$ cat src/rtl/stack_reg_file.sv
// stack_reg_file: LIFO operand stack exposing the top two entries, with pop-0/1/2 plus push per edge.
// Define REG_FILE_GUARD_EN to suppress illegal ops and raise a sticky err flag.
module stack_reg_file #(
  parameter int DBITS = 32,
  parameter int DEPTH = 16
) (
  input  logic             clk,
  input  logic             rst,
  input  logic             en1,
  input  logic             en2,
  input  logic             we,
  input  logic [DBITS-1:0] din,
  output logic [DBITS-1:0] dout1,
  output logic [DBITS-1:0] dout2,
  output logic             empty,
  output logic             full,
  output logic             err
);
  localparam int AW = $clog2(DEPTH);
  localparam int SW = AW + 1;
  logic [DBITS-1:0] stk [DEPTH];
  logic [SW-1:0] sp, pops, base, sp_next;
  logic ok;
  always_comb begin
    pops = SW'(en1) + SW'(en1 & en2);
    base = sp - pops;
    sp_next = base + SW'(we);
  end
  assign dout1 = (sp == '0) ? '0 : stk[AW'(sp - SW'(1))];
  assign dout2 = (sp < SW'(2)) ? '0 : stk[AW'(sp - SW'(2))];
  assign empty = sp == '0;
  assign full  = sp == SW'(DEPTH);
`ifdef REG_FILE_GUARD_EN
  logic bad;
  // sp_next may wrap on underflow, but bad is already set by the first term then
  assign bad = (pops > sp) || (sp_next > SW'(DEPTH));
  assign ok  = !bad;
  always_ff @(posedge clk or posedge rst)
    if (rst) err <= 1'b0;
    else if (bad) err <= 1'b1;
`else
  assign ok  = 1'b1;
  assign err = 1'b0;
`endif
  always_ff @(posedge clk or posedge rst) begin
    if (rst) begin
      sp <= '0;
      for (int i = 0; i < DEPTH; i++) stk[i] <= '0;
    end else if (ok) begin
      sp <= sp_next;
      if (we) stk[AW'(base)] <= din;
    end
  end
endmodule

$ cat config.mk
export PLATFORM = sky130hd
export DESIGN_NAME = stack_reg_file
export DESIGN_NICKNAME = d
export VERILOG_FILES = /design/src/rtl/stack_reg_file.sv
export SDC_FILE = /design/constraint.sdc
export NUM_CORES = 1
export LEC_CHECK = 0
export CORE_ASPECT_RATIO = 0.75
export CORE_MARGIN = 1.5
export CORE_UTILIZATION = 52
export DETAILED_ROUTE_END_ITERATION = 10
export PLACE_DENSITY = 0.7
export SLEW_MARGIN = 40
export SYNTH_ARGS = -nofsm -noshare
export SYNTH_HDL_FRONTEND = slang
export SYNTH_SLANG_ARGS = --single-unit
$ cat constraint.sdc
create_clock -name clk -period 29.5 [get_ports clk]
set_input_delay 8.85 -clock clk [delete_from_list [all_inputs] [get_ports clk]]
set_output_delay 8.85 -clock clk [all_outputs]
set_load 0.01 [all_outputs]
# Word-level counts from Yosys, hierarchy flattened
# Index checks and enable logic that the tools add are counted.
totals:
  regBits: 517
  inputBits: 37
  out_inout_bits: 67
  wordCells: 45
op_classes:
  n_addsub: 5
  order_cmp: 5
  eq_ne: 1
  mux: 11
  bitwise_logic: 4
  reduce_logical: 2
ops:
  columns: ["operator", "count"]
  rows:
  - ["512-bit bitwise mux", 1]
  - ["32-bit binary-select mux with 4-bit select", 2]
  - ["32-bit two-way mux", 7]
  - ["32-bit demux with 4-bit select", 1]
  - ["5-bit >= comparator, second input constant", 3]
  - ["4-bit inverter with 5-bit output", 3]
  - ["5-bit by 1-bit adder with 5-bit output", 1]
  - ["5-bit == test, second input constant", 1]
  - ["5-bit logical NOT", 1]
  - ["5-bit by 1-bit less-than comparator with 1-bit output, second input constant", 1]
  - ["5-bit by 2-bit less-than comparator with 1-bit output, second input constant", 1]
  - ["5-bit by 2-bit subtractor with 5-bit output", 1]
  - ["4-bit by 1-bit subtractor with 4-bit output, second input constant", 1]
  - ["4-bit by 2-bit subtractor with 4-bit output, second input constant", 1]
  - ["1-bit by 1-bit adder with 2-bit output", 1]
  - ["1-bit AND", 1]
  - ["1-bit logical AND", 1]

# Depth between registers and ports, before layout
depth:
  word_depth: 9
  mapped_depth: 13
  depth_no_buf: 13

# Least setup slack after synthesis
# No wires, ideal clock.
synth_timing:
  path_type: "flip-flop to output port"
  startpoint: "register sp[0]"
  endpoint: "output port dout1[31]"
  arrival_ps: 3288
  required_time_ps: 20650
  setup_slack_ps: 17362
  path_stages_with_launch: 12
  n_path_buf: 6
  cell_sequence: "dfrtp_1 -> buf_2 -> buf_2 -> buf_1 -> clkbuf_1 -> inv_1 -> ha_1 -> buf_2 -> buf_1 -> mux4_2 -> mux2i_1 -> o22ai_1"
synth_via:
  elab_chain_len: 6
  elab_cells_between_ends: 7
  classes_between: "add/sub (1); mux (4); bitwise (1); reduce/logical (1)"
synth_lines:
  columns: ["item", "line_no", "source"]
  rows:
  - ["start, declared", "22", "logic [SW-1:0] sp, pops, base, sp_next;"]
  - ["start signal, assigned", "50", "sp <= sp_next;"]
  - ["4-bit by 1-bit subtractor with 4-bit output", "29", "assign dout1 = (sp == '0) ? '0 : stk[AW'(sp - SW'(1))];"]
  - ["4-bit inverter with 5-bit output (implied by the code)", "29", null]
  - ["32-bit binary-select mux with 4-bit select", "29", null]
  - ["32-bit two-way mux (implied by the code) (2 in series)", "29", null]
  - ["32-bit two-way mux *", "29", null]
  - ["end, declared", "13", "output logic [DBITS-1:0] dout1,"]
# Every way passes the cells marked *; elsewhere a longest branch is shown, timed or not. The select of a mux whose other input is x is not followed.

# Worst setup path after layout
layout_timing:
  startpoint: "register sp[0]"
  endpoint: "output port dout1[1]"
# Same word-level chain as after synthesis.

==> metrics <==
clock period minus worst slack 13.86 ns; flop2flop setup slack 25.09 ns; global routing's busiest layer met2; Worst Clk Skew 0.0192 ns; maximum number of pins on one net before global-route repair 128; WL final 71100 um; number of buffers inserted by port buffering 102; post-synthesis average cell area 15.9 um^2; proportion of synthesized chip area in sequential cells 47.2%; via/cell ratio 6.64; clock insertion delay at the later pin of the skew report 0.61 ns; met2 track utilization from global routing 41.4%; wire length of the first global-routing pass 110000 um; run status finished clean; post-DP HPWL 41700 um; end point of the most critical hold path stk[383]; Die Y 202 um; final worst-path cycle share 47.0%; Row Count 72; met3 track demand over resource 4.79%; Cell Area, Synth 27400 um^2; Iter 0 DRT Violations 1361; CTS H-Tree Depth 2; capture instance of the worst register-to-register path stk[384]; Detailed Routing Iterations Pass 1 5; final setup vio count 0; area of the die 54100 um^2; number of antenna violations at the first check in global routing 0; total via count in the routed design 16600; Worst R2R Path Depth 10; layout overhead on the synthesized area 13.3%; antenna diode instance count 0; number of nets in the synthesized netlist 1769; Min-Delay Path Class reg -> reg; GRT overflow 0; Clock Sinks 517; number of post-CTS setup repair buffers 0; flip-flop and latch count after synthesis 517; number of placed I/O pins 104; Num CTS Buffers 52; Req. time, crit path 20.65 ns; Max Cap Viol 0; Clk Tree Root Cell sky130_fd_sc_hd__clkbuf_16; via count of the first global-routing pass 17300; fmax 0.0721 GHz; count of nets left with antenna violations after detail routing 0; placer congestion estimate 0.781; Netlist cell types 34; fraction of met1 tracks used by global routing 39.9%; starting utilization of the core area 52.9%; GRT Util Overall 27.1%; total count of hold-check failures in the final report 0; residual DRC count 0; ratio of cells with drive above 1 in the final layout 51.7%; number of gates given a new drive strength after cts 0; core area 51800 um^2; pin slew with the least headroom to its limit 0.876 ns; launch instance of the worst register-to-register path sp[0]; CTS tree built; largest buffer count on any clock path 3; Critical Path AT 5.01 ns; cell depth of the worst min-delay path 1; Post-Syn Instances 1722; horizontal die dimension 268 um; Post-CTS Hold Buffers 0; largest fanout on the critical path 50; total number of yosys warnings 0; wire length per cell after detailed routing 28.4 um; Worst setup SP type register; worst slew margin relative to its limit 41.6%; category of the worst setup path capture point primary output; register clock-pin slew on the reported worst setup and hold paths 0.06 ns; classification of the worst setup path reg -> out; Setup TNS Final 0 ns; number of nets in the layout 1807; Hold Path Origin stk[383]; unrepaired setup endpoints after global routing no; final max-slew violation count 0
through the flow:
stage	area [um^2]	cells	hold slack (ns)	setup slack (ns)	util, %
2_1_floorplan	27400	1722	0.491	6.21	-
3_3_place_gp	29100	2397	0.500	15.09	56.1
3_5_place_dp	29300	2405	0.511	15.91	56.6
4_1_cts	31000	2495	0.525	15.24	59.8
5_1_grt	31100	2499	0.537	15.32	60.0
6_report	31100	2499	0.525	15.64	60.0
synthesized netlist by cell type, drive strengths merged:
master,count,area (um^2)
dfrtp,517,12900
mux2,513,5780
mux4,256,5770
mux2i,128,1280
buf,102,482
clkbuf,64,240
o22ai,64,400
inv,11,41.3
ha,10,125
nor3,9,45.0
nand3,8,40.0
o21ai,8,40.0
xnor2,6,52.6
nand2b,3,18.8
xor2,3,26.3
a21boi,2,15.0
nand2,2,7.51
nor2b,2,12.5
nor4,2,18.8
nor4b,2,17.5
a2111oi,1,8.76
a21oi,1,5.00
a41oi,1,8.76
and3,1,6.26
conb,1,3.75
nand3b,1,7.51
nor2,1,3.75
nor3b,1,7.51
o31ai,1,12.5
or2,1,6.26
area by class of cell:
cell class | count | area [um^2]
fill | 3882 | 20700
multi-input combinational | 1028 | 14000
sequential | 517 | 12900
timing repair buffer | 150 | 1540
clock buffer | 75 | 1540
tap | 703 | 880
clock inverter | 15 | 138
inverter | 11 | 53.8
sequential cells by signal (all words and copies together), names as in the netlist:
signal,count
sp,5
stk,512
cells by family (layout without fill, tap and decap cells):
kind of cell	after synthesis	after routing	share of synthesized area (%)
xor gates and xnor gates	9	9	0.288
DFF	517	517	47.2
and+or+nand+nor	33	33	0.698
AOI/OAI and AO/OA	78	78	1.79
adders and majority gates	10	10	0.456
muxes	897	897	46.8
buffers and inverters	177	251	2.78
other	1	1	0.0137
cell usage in the layout (no fill, tap or decap), types with 10 or more instances in the layout:
cell type | netlist | routed
sky130_fd_sc_hd__clkdlybuf4s50_1 | 0 | 102
sky130_fd_sc_hd__dfrtp_1 | 517 | 515
sky130_fd_sc_hd__mux2_2 | 513 | 513
sky130_fd_sc_hd__mux4_2 | 256 | 256
sky130_fd_sc_hd__mux2i_1 | 128 | 128
sky130_fd_sc_hd__inv_1 | 11 | 10
sky130_fd_sc_hd__clkbuf_8 | 0 | 15
sky130_fd_sc_hd__clkbuf_16 | 0 | 53
sky130_fd_sc_hd__o22ai_1 | 64 | 64
sky130_fd_sc_hd__buf_4 | 1 | 28
critical path: stages, from the launching register on:
cell and delay [ns]:
sky130_fd_sc_hd__dfrtp_4 0.84, sky130_fd_sc_hd__inv_1 0.21, sky130_fd_sc_hd__ha_4 0.60, sky130_fd_sc_hd__buf_6 0.60
sky130_fd_sc_hd__buf_4 0.64, sky130_fd_sc_hd__mux4_2 0.57, sky130_fd_sc_hd__mux2i_1 0.21, sky130_fd_sc_hd__o22ai_1 0.17
sky130_fd_sc_hd__clkdlybuf4s50_1 0.52
how the worst max path moves through the flow:
stage          start       end  slack [ns]  cells past startpoint
3_3_place_gp   sp[1]  dout1[1]       15.09                      8
6_report       sp[0]  dout1[1]       15.64                      8
3_5_place_dp   sp[0]  dout1[1]       15.91                      8
4_1_cts        sp[0]  dout1[1]       15.24                      8
5_1_grt        sp[0]  dout1[1]       15.32                      8
2_1_floorplan    rst     sp[0]        6.21                      1
layer usage:
metal	part of all wire (%)	up-vias	routed length [um]
met5	0	-	0
met4	2.7	0	1920
met3	6.3	118	4500
met2	47	541	33500
met1	44	9086	31200
li1	-	6853	-
Power is not shown: default switching activity piles up to over one toggle a cycle in this logic, so the estimate is an artifact.
